==> config.mk <==
export PLATFORM = sky130hd
export DESIGN_NAME = vga_mem_arbiter
export DESIGN_NICKNAME = d
export VERILOG_FILES = /design/src/rtl/vga_mem_pkg.sv /design/src/rtl/vga_mem_arbiter.sv
export SDC_FILE = /design/constraint.sdc
export NUM_CORES = 1
export LEC_CHECK = 0
export BUFFER_PORTS_ARGS = -buffer_cell sky130_fd_sc_hd__buf_2
export CORE_UTILIZATION = 48
export DETAILED_ROUTE_END_ITERATION = 10
export PLACE_DENSITY_LB_ADDON = 0.05
export SLEW_MARGIN = 10
export SYNTH_ARGS = -nofsm -noshare
export SYNTH_HDL_FRONTEND = slang
export SYNTH_SLANG_ARGS = --single-unit
export TNS_END_PERCENT = 5
==> constraint.sdc <==
create_clock -name clk -period 3.86 [get_ports clk]
set_clock_uncertainty 0.2 [all_clocks]
set_input_delay 0.386 -clock clk [delete_from_list [all_inputs] [get_ports clk]]
set_output_delay 0.386 -clock clk [all_outputs]
set_load 0.05 [all_outputs]
==> src/rtl/vga_mem_pkg.sv <==
// -----------------------------------------------------------------------------
// vga_mem_pkg
// Shared definitions for the VGA frame-buffer arbiter: host FSM state
// encoding, default geometry / bus widths and the derived frame size.
// -----------------------------------------------------------------------------
package vga_mem_pkg;

  localparam int DEF_DATA_W = 12;   // RGB444 pixel word
  localparam int DEF_ADDR_W = 19;   // enough for 640*480 words
  localparam int DEF_H_RES  = 640;
  localparam int DEF_V_RES  = 480;

  localparam int unsigned FB_SIZE = DEF_H_RES * DEF_V_RES;

  typedef enum logic [1:0] {
    S_IDLE      = 2'd0,
    S_HOST_BUSY = 2'd1,
    S_HOST_DONE = 2'd2
  } host_state_t;

endpackage : vga_mem_pkg

==> src/rtl/vga_mem_arbiter.sv <==
// -----------------------------------------------------------------------------
// vga_mem_arbiter
// Single-port frame-buffer arbiter between the VGA display scan and one host
// port. Display fetches have absolute priority and fixed latency
// (pix_tick at t -> mem_en at t+1 -> rgb visible at t+3); the host gets every
// memory cycle the display leaves free (issue at c -> host_ack at c+2).
//
// Ports
//   clk, rst_n            : clock, asynchronous active-low reset
//   pix_tick              : one-cycle pixel strobe (>= 2 clk apart)
//   video_on, pixel_x/y   : scan position from vga_core, sampled on pix_tick
//   rgb                   : registered pixel to the DAC
//   host_req/we/addr/wdata: host request, held until host_ack
//   host_ack/err/rdata    : completion pulse, out-of-range flag, read data
//   mem_en/we/addr/wdata  : single-port synchronous RAM command
//   mem_rdata             : RAM read data, valid the cycle after a read
//   fetch_overrun         : sticky, pix_tick arrived with a fetch pending
// -----------------------------------------------------------------------------
module vga_mem_arbiter
  import vga_mem_pkg::*;
#(
  parameter int DATA_W = DEF_DATA_W,
  parameter int ADDR_W = DEF_ADDR_W,
  parameter int H_RES  = DEF_H_RES,
  parameter int V_RES  = DEF_V_RES
) (
  input  logic              clk,
  input  logic              rst_n,
  input  logic              pix_tick,
  input  logic              video_on,
  input  logic [11:0]       pixel_x,
  input  logic [11:0]       pixel_y,
  output logic [DATA_W-1:0] rgb,
  input  logic              host_req,
  input  logic              host_we,
  input  logic [ADDR_W-1:0] host_addr,
  input  logic [DATA_W-1:0] host_wdata,
  output logic              host_ack,
  output logic              host_err,
  output logic [DATA_W-1:0] host_rdata,
  output logic              mem_en,
  output logic              mem_we,
  output logic [ADDR_W-1:0] mem_addr,
  output logic [DATA_W-1:0] mem_wdata,
  input  logic [DATA_W-1:0] mem_rdata,
  output logic              fetch_overrun
);

  localparam int unsigned FB_WORDS = H_RES * V_RES;

  host_state_t       r_state, w_state_nxt;
  logic              r_disp_pend;
  logic [ADDR_W-1:0] r_disp_addr;
  logic              r_tick_d1, r_tick_d2;   // pixel pipeline, aligned to the fetch
  logic              r_on_d1,   r_on_d2;
  logic [DATA_W-1:0] r_rgb;
  logic              r_host_we;
  logic              r_host_oor;
  logic [DATA_W-1:0] r_host_rdata;
  logic              r_overrun;

  logic [ADDR_W-1:0] w_disp_addr;
  logic              w_host_oor;
  logic              w_host_issue;

  // Truncation to ADDR_W is intentional: the multiply wraps like the address bus.
  assign w_disp_addr = ADDR_W'(pixel_y) * ADDR_W'(H_RES) + ADDR_W'(pixel_x);
  assign w_host_oor  = (32'(host_addr) >= FB_WORDS);

  // ---------------------------------------------------------------------------
  // Arbitration and host FSM next state. The memory command is combinational
  // so a pending display fetch goes out the cycle after pix_tick. rst_n gates
  // the host grant so a request held through reset never reaches memory.
  // ---------------------------------------------------------------------------
  always_comb begin
    // NOTE: every output of this block gets a default first; a path that
    // leaves one unassigned would infer a latch.
    w_state_nxt  = r_state;
    w_host_issue = 1'b0;
    mem_en       = 1'b0;
    mem_we       = 1'b0;
    mem_addr     = '0;
    mem_wdata    = '0;

    if (r_disp_pend) begin
      mem_en   = 1'b1;
      mem_addr = r_disp_addr;
    end else if (r_state == S_IDLE && host_req && rst_n) begin
      w_host_issue = 1'b1;
      if (!w_host_oor) begin
        mem_en    = 1'b1;
        mem_we    = host_we;
        mem_addr  = host_addr;
        mem_wdata = host_we ? host_wdata : '0;
      end
    end

    unique case (r_state)
      S_IDLE:      if (w_host_issue) w_state_nxt = S_HOST_BUSY;
      S_HOST_BUSY: w_state_nxt = S_HOST_DONE;
      S_HOST_DONE: w_state_nxt = S_IDLE;
      default:     w_state_nxt = S_IDLE;
    endcase
  end

  // ---------------------------------------------------------------------------
  // State registers.
  // ---------------------------------------------------------------------------
  always_ff @(posedge clk or negedge rst_n) begin
    // NOTE: sequential state uses non-blocking assignments so every register
    // samples the pre-edge values regardless of statement order.
    if (!rst_n) begin
      r_state      <= S_IDLE;
      r_disp_pend  <= 1'b0;
      r_disp_addr  <= '0;
      r_tick_d1    <= 1'b0;
      r_tick_d2    <= 1'b0;
      r_on_d1      <= 1'b0;
      r_on_d2      <= 1'b0;
      r_rgb        <= '0;
      r_host_we    <= 1'b0;
      r_host_oor   <= 1'b0;
      r_host_rdata <= '0;
      r_overrun    <= 1'b0;
    end else begin
      r_state <= w_state_nxt;

      // A pending fetch is always issued in the cycle it is visible, so the
      // flag only needs to reflect this cycle's tick.
      r_disp_pend <= pix_tick & video_on;
      if (pix_tick && video_on) r_disp_addr <= w_disp_addr;
      if (pix_tick && r_disp_pend) r_overrun <= 1'b1;

      // Two-stage marker pipeline lines up with the RAM read latency; a blank
      // tick travels the same path and produces a zero pixel.
      r_tick_d1 <= pix_tick;
      r_on_d1   <= video_on;
      r_tick_d2 <= r_tick_d1;
      r_on_d2   <= r_on_d1;
      if (r_tick_d2) r_rgb <= r_on_d2 ? mem_rdata : '0;

      if (w_host_issue) begin
        r_host_we  <= host_we;
        r_host_oor <= w_host_oor;
      end
      if (r_state == S_HOST_BUSY)
        r_host_rdata <= (!r_host_we && !r_host_oor) ? mem_rdata : '0;
    end
  end

  assign rgb           = r_rgb;
  assign host_ack      = (r_state == S_HOST_DONE);
  assign host_err      = host_ack & r_host_oor;
  assign host_rdata    = r_host_rdata;
  assign fetch_overrun = r_overrun;

endmodule : vga_mem_arbiter

==> flow_summary.toml, run 1 <==
[synth]
async_reset_ff_share_pct = 100
yosysTopAreaCell = "dfrtp_1"
synth_cells = 291
synth_fp_nets = 388
synth.top_cell.area_share_pct = 44.3
synth_edf_count = 0
ys_types = 42
syn_area_per_cell_um2 = 10.3
synth_most_common_cell = "dfrtp_1"
ys.flop_type = "dfrtp_1"
syn_area_um2 = 3000
synth_warnings = 0
synth-seq-cells = 53
ys_seq_area_share_pct = 44.3
yosys-top-cells-count = "dfrtp_1, a22o_1, o21ai_0"
yosys-top-cells-area = "dfrtp_1, ha_1, a22o_1"

[floorplan]
dieArea_um2 = 6560
die_x_um = 81.0
core_area_um2 = 5960
rows = 28
ioPinCount = 133
initial_utilization_pct = 50.3
fp.dieH_um = 81.0

[routing]
finalWirelength_mm = 6.66
drt_iter0_drc = 70
wl_per_cell_um = 13.4
avgViaCountPerCell = 5.28
vias = 2621
firstDrtPassIters = 4
route.detailed.drc = 0
antenna_left = 0

[critical_path]
path_max_fanout = 22
critPathLaunchType = "flip-flop"
reg2reg_depth = 3
reg2reg_slack_ns = 1.73
regToRegEndpoint = "r_host_oor"
cp-end-kind = "output port"
crit_start = "r_disp_pend"
critPathKind = "flip-flop to output port"
cp.arrival_ns = 2.48
timing.rr.start = "r_disp_pend"
crit_required_ns = 3.27

[worst_hold_path]
hold_class = "input pin to async pin"

[layout]
multi_input_area_um2 = 1550
syn_to_final_growth_pct = 27.5
regArea_um2 = 1330
antenna_cells = 0
drive_above_1_share_pct = 36.6
n_fill_cell = 528
final_util_pct = 64.2
final_nets = 517

[place]
routabilityCongestion = 0.801
dpl.hpwl_mm = 5.26
dpl_worst_slack_ns = 0.789
port-buffer-count = 132

[cts]
clock-sinks = 53
cts_buffer_depth = 2
clk_pin_slew_ns = 0.10
clk_latency_ns = 0.31
cts_hold_buffers = 1
cts-root-buf = "clkbuf_8"
numCtsBuffers = 5
cts_max_level = 2
post_cts_buffers = 0
cts_resized = 0
tritoncts = "done"

[timing]
fin_ws_ns = 0.790
worst_pin_slew_ns = 0.734
setup_viol = 0
hold_violations = 0
fin_hold_ws_ns = 0.0312
rsz0062_at_grt = "no"
final.setup.tns_ns = 0
clock.fmax_mhz = 326
slew_viol_final = 0
finalCriticalPeriod_ns = 3.07
relSlewSlack_pct = 51.1
period_share_pct = 79.5

[grt]
grt_max_degree = 55
grt_pass1_wl_mm = 10.4
grt_pass1_vias = 2433
grt_overflow_total = 0
antenna_found_initial = 0
grt_use_total_pct = 20.6

[power_and_ir_drop]
p_leak_uw = 0.00202
finalPower_uw = 1620
p_per_area_nw_per_um2 = 425
vdd_drop_max_mv = 0.235

[status]
status = "finished, final reports clean"

[job]
maxCapViolations = 0
metal layers:
layer	vias to the layer above	GRT usage [%]	share of wire (%)
met3	4	4.16	3.9
met2	65	38.2	52
met1	1245	23.6	43
li1	1307	-	-
met4	0	6.61	0.81
met5	-	0	0
kinds of logic after synthesis:
logic type	count (synthesis)	synth area share, %
flip-flops	53	44.3
XOR/XNOR	16	4.68
AND/OR/NAND/NOR	71	12.3
buffers and inverters	32	4.05
adder cells (fa/ha/maj)	24	10.5
multiplexers	9	3.38
AO/OA/AOI/OAI	86	20.8
per-stage QoR:
stage               cells  area [um^2]
finish                496         3820
detailed placement    487         3720
CTS                   496         3820
global placement      487         3720
floorplan             291         3000
global route          496         3820
worst max-delay path, cell delays in order, from the launching register on:
cell and delay (ns):
dfrtp_1 0.67, nor2_1 0.36, and2_1 0.65, a22o_1 0.22
buf_2 0.28
worst max path at each step:
stage                      endpoint  slack, ns  depth (start not counted)
floorplan           r_disp_addr[13]       1.04                          8
global placement    r_disp_addr[13]       0.84                          9
detailed placement  r_disp_addr[13]       0.79                          9
CTS                    mem_addr[13]       0.78                          4
global route           mem_addr[13]       0.62                          4
finish                 mem_addr[13]       0.79                          4
flip-flops by register name, indices dropped and copies added (netlist names), 2 cells and up:
name / flops
r_disp_addr: 19
host_rdata: 12
rgb: 12
r_state: 2
layout by cell type, fill, tap and decap left out, types with 3 or more instances in the layout:
cell type and instances:
nand3_1 13, nor2b_1 6, a21oi_1 4, a31oi_1 3, o21ai_0 26, nand2_1 15
nor2_1 10, clkbuf_8 5, buf_2 132, dfrtp_1 53, xnor2_1 11, a21o_1 4
xor2_1 5, a22o_1 31, inv_1 18, o21ai_1 3, ha_1 22, and2_1 15
nor3_1 3, mux2_2 9
power breakdown:
part | switching (uW) | internal (uW) | total [uW] | leakage, uW
registers | 55.4 | 640 | 695 | 0.000666
logic | 391 | 213 | 604 | 0.00131
clock network | 190 | 132 | 323 | 0.0000423
cell type report:
class | count | area share (%)
multi-input combinational | 206 | 40.5
sequential | 53 | 34.7
timing repair buffer | 135 | 17.9
tap | 75 | 2.46
inverter | 19 | 1.87
clock buffer | 5 | 1.80
clock inverter | 3 | 0.688
No activity file was read; power rests on OpenSTA's default activity.
==> run 2: changes to the inputs <==
--- a/config.mk
+++ b/config.mk
@@ -6,7 +6,7 @@
 export NUM_CORES = 1
 export LEC_CHECK = 0
 export BUFFER_PORTS_ARGS = -buffer_cell sky130_fd_sc_hd__buf_2
-export CORE_UTILIZATION = 48
+export CORE_UTILIZATION = 43
 export DETAILED_ROUTE_END_ITERATION = 10
 export PLACE_DENSITY_LB_ADDON = 0.05
 export SLEW_MARGIN = 10
==> constraint.sdc (replaced) <==
create_clock -name clk -period 2.75 [get_ports clk]
set_clock_uncertainty 0.2 [all_clocks]
set_input_delay 0.275 -clock clk [delete_from_list [all_inputs] [get_ports clk]]
set_output_delay 0.275 -clock clk [all_outputs]
set_load 0.05 [all_outputs]
==> run 2 against run 1 <==
  * Design area is 8.4% higher
  * Largest power group unchanged
  * Critical path type is now input pin to output port
  * Total power up 45%
  * Die area rose by 11%
  * Highest routed layer unchanged
  * Cell count grew 8.1%
  * Routed wire length grew 2.8%
==> flow_summary.toml, run 2 (same netlist as run 1, synthesis figures left out) <==
[status]
status = "finished, final reports clean"

[timing]
slew_viol_final = 0
clock.fmax_mhz = 394
rsz0062_at_grt = "no"
worst_pin_slew_ns = 0.665
setup_viol = 0
relSlewSlack_pct = 55.7
hold_violations = 0
period_share_pct = 92.2
fin_ws_ns = 0.214
finalCriticalPeriod_ns = 2.54

[routing]
antenna_left = 0
finalWirelength_mm = 6.85
route.detailed.drc = 0
avgViaCountPerCell = 5.06
drt_iter0_drc = 41
firstDrtPassIters = 4
wl_per_cell_um = 12.8
vias = 2711

[cts]
cts_buffer_depth = 2
cts-root-buf = "clkbuf_8"
clk_pin_slew_ns = 0.10
tritoncts = "done"
cts_max_level = 2
numCtsBuffers = 5
clock-sinks = 53
clk_latency_ns = 0.31

[layout]
n_fill_cell = 627
drive_above_1_share_pct = 37.3
antenna_cells = 0
syn_to_final_growth_pct = 38.2
layout_commonest_cell = "buf_2"
largest_reg_flops = 19
layout_common_cells = "buf_2, dfrtp_1, a22o_1"
regMostFlops = "r_disp_addr"
final_nets = 552
finalNonFillerCells = 536

[power_and_ir_drop]
p_int_uw = 1440
p_comb_share_pct = 39.1
power.switching_uw = 910
vdd_drop_max_mv = 0.218
p_leak_uw = 0.00217
p_seq_share_pct = 41.5
p_per_area_nw_per_um2 = 567
switching_share_pct = 38.8
clkPwrFrac_pct = 19.5

[grt]
grt_overflow_total = 0
grt_max_degree = 55
antenna_found_initial = 0
grt_pass1_wl_mm = 11.2
grt_use_total_pct = 18.8
grt_pass1_vias = 2532

[floorplan]
dieArea_um2 = 7310
fp.dieH_um = 85.5
initial_utilization_pct = 44.4
die_x_um = 85.5
core_area_um2 = 6760
ioPinCount = 133
rows = 30

[critical_path]
crit_required_ns = 2.28
cpMostUsedCell = "buf_2"
cp-end-kind = "output port"
crit_slowest_cell = "dlygate4sd3_1"
critPathKind = "input pin to output port"
path_cells = "dlygate4sd3_1 > buf_2 > nand3_1 > nor2_1 > and2_1 > buf_4 > a22o_1 > buf_2"
reg2reg_slack_ns = 1.09
crit_family = "buffers and inverters"
crit_path_max_incr_delay_ns = 0.55
path_max_fanout = 12
cp.arrival_ns = 2.06
cp_num_buf_inv = 4
critPathLaunchType = "input pin"

[place]
routabilityCongestion = 0.728
dpl.hpwl_mm = 5.32
dp_cells = 507
port-buffer-count = 132
dpl_worst_slack_ns = -0.0792

[worst_hold_path]
hold_class = "input pin to flip-flop"

[job]
maxCapViolations = 0
## run 2: what timing repair did
item	in CTS	in global routing
resized for setup	0	1
setup endpoints to repair	0	3
hold endpoints to repair	74	0
buffers inserted	0	0
hold buffers	21	0
## run 2: worst paths after layout
kind	cells after the start	endpoint	start
min in group asynchronous	3	r_tick_d1	rst_n
max reg2reg	4	host_rdata[0]	r_state[1]
min reg2reg	0	r_on_d2	r_on_d1
min	2	r_host_we	host_we
max	8	mem_addr[4]	rst_n
max in group asynchronous	3	host_rdata[3]	rst_n
## run 2: worst register-to-register path, stage by stage, from the launching register on
cell	delay (ns)
dfrtp_1	0.40
nand2b_1	0.40
nor3_1	0.24
buf_4	0.22
a22o_1	0.15
## run 2: final cells by class
type	count	area, um^2	share of cell area (%)
clock buffer	5	68.8	1.66
clock inverter	3	26.3	0.634
inverter	19	71.3	1.72
multi-input combinational	206	1550	37.4
sequential	53	1330	32.0
tap	80	100	2.42
timing repair buffer	170	998	24.1
## run 2: power groups by stage
stage / Clock, uW / Combinational [uW] / Sequential [uW]
2_1_floorplan: 0 / 484 / 1130
3_3_place_gp: 0 / 888 / 988
3_5_place_dp: 0 / 898 / 991
4_1_cts: 468 / 925 / 974
5_1_grt: 502 / 999 / 990
6_report: 457 / 916 / 973
## run 2: per-stage QoR
step / area [um^2] / utilization (%) / hold slack, ns / setup TNS, ns / power (uW)
floorplan: 3000 / - / -0.221 / 0 / 1610
global placement: 3830 / 56.8 / 0.132 / -0.0649 / 1880
detailed placement: 3830 / 56.8 / 0.135 / -0.313 / 1890
CTS: 4140 / 61.3 / 0.000211 / 0 / 2370
global route: 4140 / 61.3 / 0.00599 / 0 / 2490
finish: 4140 / 61.3 / 0.0109 / 0 / 2350
## run 2: metal layers
layer | up-vias | part of all wire (%) | track usage [%]
met1 | 1276 | 44 | 22.7
met3 | 5 | 2.9 | 1.65
met4 | 0 | 0.95 | 5.91
met2 | 60 | 52 | 35.3
met5 | - | 0 | 0
li1 | 1370 | - | -
==> run 3: changes to the inputs <==
--- a/config.mk
+++ b/config.mk
@@ -6,6 +6,7 @@
 export NUM_CORES = 1
 export LEC_CHECK = 0
 export BUFFER_PORTS_ARGS = -buffer_cell sky130_fd_sc_hd__buf_2
+export CORE_ASPECT_RATIO = 1.1
 export CORE_UTILIZATION = 43
 export DETAILED_ROUTE_END_ITERATION = 10
 export PLACE_DENSITY_LB_ADDON = 0.05
==> run 3 against run 2 <==
  * Routed wire length up 2.2%
  * Largest cell class unchanged
  * Combinational power hardly changed
  * First-iteration DRC count increased by 59%
  * Worst setup slack got worse by 0.0093 ns
  * Utilization grew 0.61 points
  * Design area shrank 0.27%
  * Fmax decreased by 0.37%
==> flow_summary.toml, run 3 (same netlist as run 1, synthesis figures left out) <==
[routing]
finalWirelength_mm = 7.00
avgViaCountPerCell = 5.06
wl_met1_mm = 2.89
route.detailed.drc = 0
wl_per_cell_um = 13.0
firstDrtPassIters = 4
drt_iter0_drc = 65
antenna_left = 0
vias = 2716
wl_met3_um = 262
wl_met2_mm = 3.74
top_layer_used = "met4"

[cts]
cts-root-buf = "clkbuf_8"
cts_max_level = 2
tritoncts = "done"
clk_latency_ns = 0.30
clock-sinks = 53
clk_pin_slew_ns = 0.08
cts_buffer_depth = 2
numCtsBuffers = 5
post_cts_buffers = 0

[timing]
clock.fmax_mhz = 393
setup_viol = 0
period_share_pct = 92.6
fin_ws_ns = 0.204
rsz0062_at_grt = "no"
slew_viol_final = 0
hold_violations = 0
fin_hold_ws_ns = 0.00879
worst_pin_slew_ns = 0.670
finalCriticalPeriod_ns = 2.55
relSlewSlack_pct = 55.4

[place]
routabilityCongestion = 0.790
dp_cells = 508
dpl_worst_slack_ns = -0.118
port-buffer-count = 132
dpl.hpwl_mm = 5.42
place_area_um2 = 3830

[layout]
final_area_um2 = 4130
regArea_um2 = 1330
antenna_cells = 0
layout_common_cells = "buf_2, dfrtp_1, a22o_1"
n_fill_cell = 595
final_nets = 551
multi_input_area_um2 = 1550
finalNonFillerCells = 537
drive_above_1_share_pct = 36.9
syn_to_final_growth_pct = 37.8
largest_reg_flops = 19
layout_commonest_cell = "buf_2"
regMostFlops = "r_disp_addr"
final_util_pct = 61.9

[power_and_ir_drop]
p_seq_share_pct = 42.0
vdd_drop_max_mv = 0.357
power.switching_uw = 890
p_per_area_nw_per_um2 = 562
p_leak_uw = 0.00216
switching_share_pct = 38.4
clkPwrFrac_pct = 18.5
p_comb_share_pct = 39.5
p_int_uw = 1430

[worst_hold_path]
hold_class = "input pin to flip-flop"

[floorplan]
fp.dieH_um = 89.6
die_x_um = 81.6
dieArea_um2 = 7310
core_area_um2 = 6670
rows = 31
ioPinCount = 133
initial_utilization_pct = 44.9

[critical_path]
critPathKind = "input pin to flip-flop"
critPathLaunchType = "input pin"
regToRegEndpoint = "host_rdata[5]"
cp.arrival_ns = 2.56
crit_start = "pixel_y[1]"
timing.rr.start = "r_state[1]"
cp-end-kind = "flip-flop"
path_max_fanout = 4
reg2reg_slack_ns = 1.09
reg2reg_depth = 4
crit_required_ns = 2.76
crit_end = "r_disp_addr[13]"

[grt]
grt_pass1_wl_mm = 10.9
grt_pass1_vias = 2568
grt_use_total_pct = 19.2
antenna_found_initial = 0
grt_overflow_total = 0
grt_max_degree = 55

[job]
maxCapViolations = 0

[status]
status = "finished, final reports clean"
[run 3: worst min path at each step]
stage | from | end | slack, ns | depth (start not counted)
finish | pixel_x[5] | r_disp_addr[5] | 0.009 | 2
global route | pixel_x[5] | r_disp_addr[5] | 0.01 | 2
CTS | host_we | r_host_we | 0.0008 | 2
detailed placement | r_on_d1 | r_on_d2 | 0.14 | 0
global placement | r_on_d1 | r_on_d2 | 0.13 | 0
floorplan | rst_n | fetch_overrun | -0.22 | 0
[run 3: repair_timing]
| item | in CTS | in global routing |
|---|---|---|
| gates resized for setup | 0 | 1 |
| endpoints found under the setup margin | 0 | 2 |
| endpoints found under the hold margin | 78 | 0 |
| hold buffers | 21 | 0 |
[run 3: power by group through the flow]
stage	Sequential, uW	Clock [uW]	Combinational, uW
after floorplan	1130	0	484
after global placement	987	0	890
after detailed placement	992	0	899
after CTS	976	454	925
after global routing	991	470	1000
final	975	430	915
[run 3: per-stage QoR]
| stage | setup TNS (ns) | power, uW |
|---|---|---|
| after global routing | 0 | 2460 |
| final | 0 | 2320 |
| after floorplan | 0 | 1610 |
| after global placement | -0.0611 | 1880 |
| after detailed placement | -0.227 | 1890 |
| after CTS | 0 | 2350 |
[run 3: worst max-delay path: stages]
cell	delay, ns
buf_2	0.11
ha_1	0.29
ha_1	0.22
fa_1	0.44
ha_1	0.33
a21o_1	0.20
a31o_1	0.23
o31a_1	0.27
o31ai_1	0.18
[run 3: area by class of cell]
class,count,share of cell area [%]
Multi-Input combinational cell,206,37.6
Inverter,19,1.73
Clock inverter,2,0.364
Tap cell,82,2.48
Timing Repair Buffer,169,24.0
Sequential cell,53,32.1
Clock buffer,6,1.76
[run 3: metal layers]
| layer | track usage (%) | vias to the layer above |
|---|---|---|
| met2 | 37.8 | 57 |
| met3 | 3.06 | 8 |
| met4 | 6.38 | 0 |
| met5 | 0 | - |
| met1 | 20.4 | 1284 |
| li1 | - | 1367 |
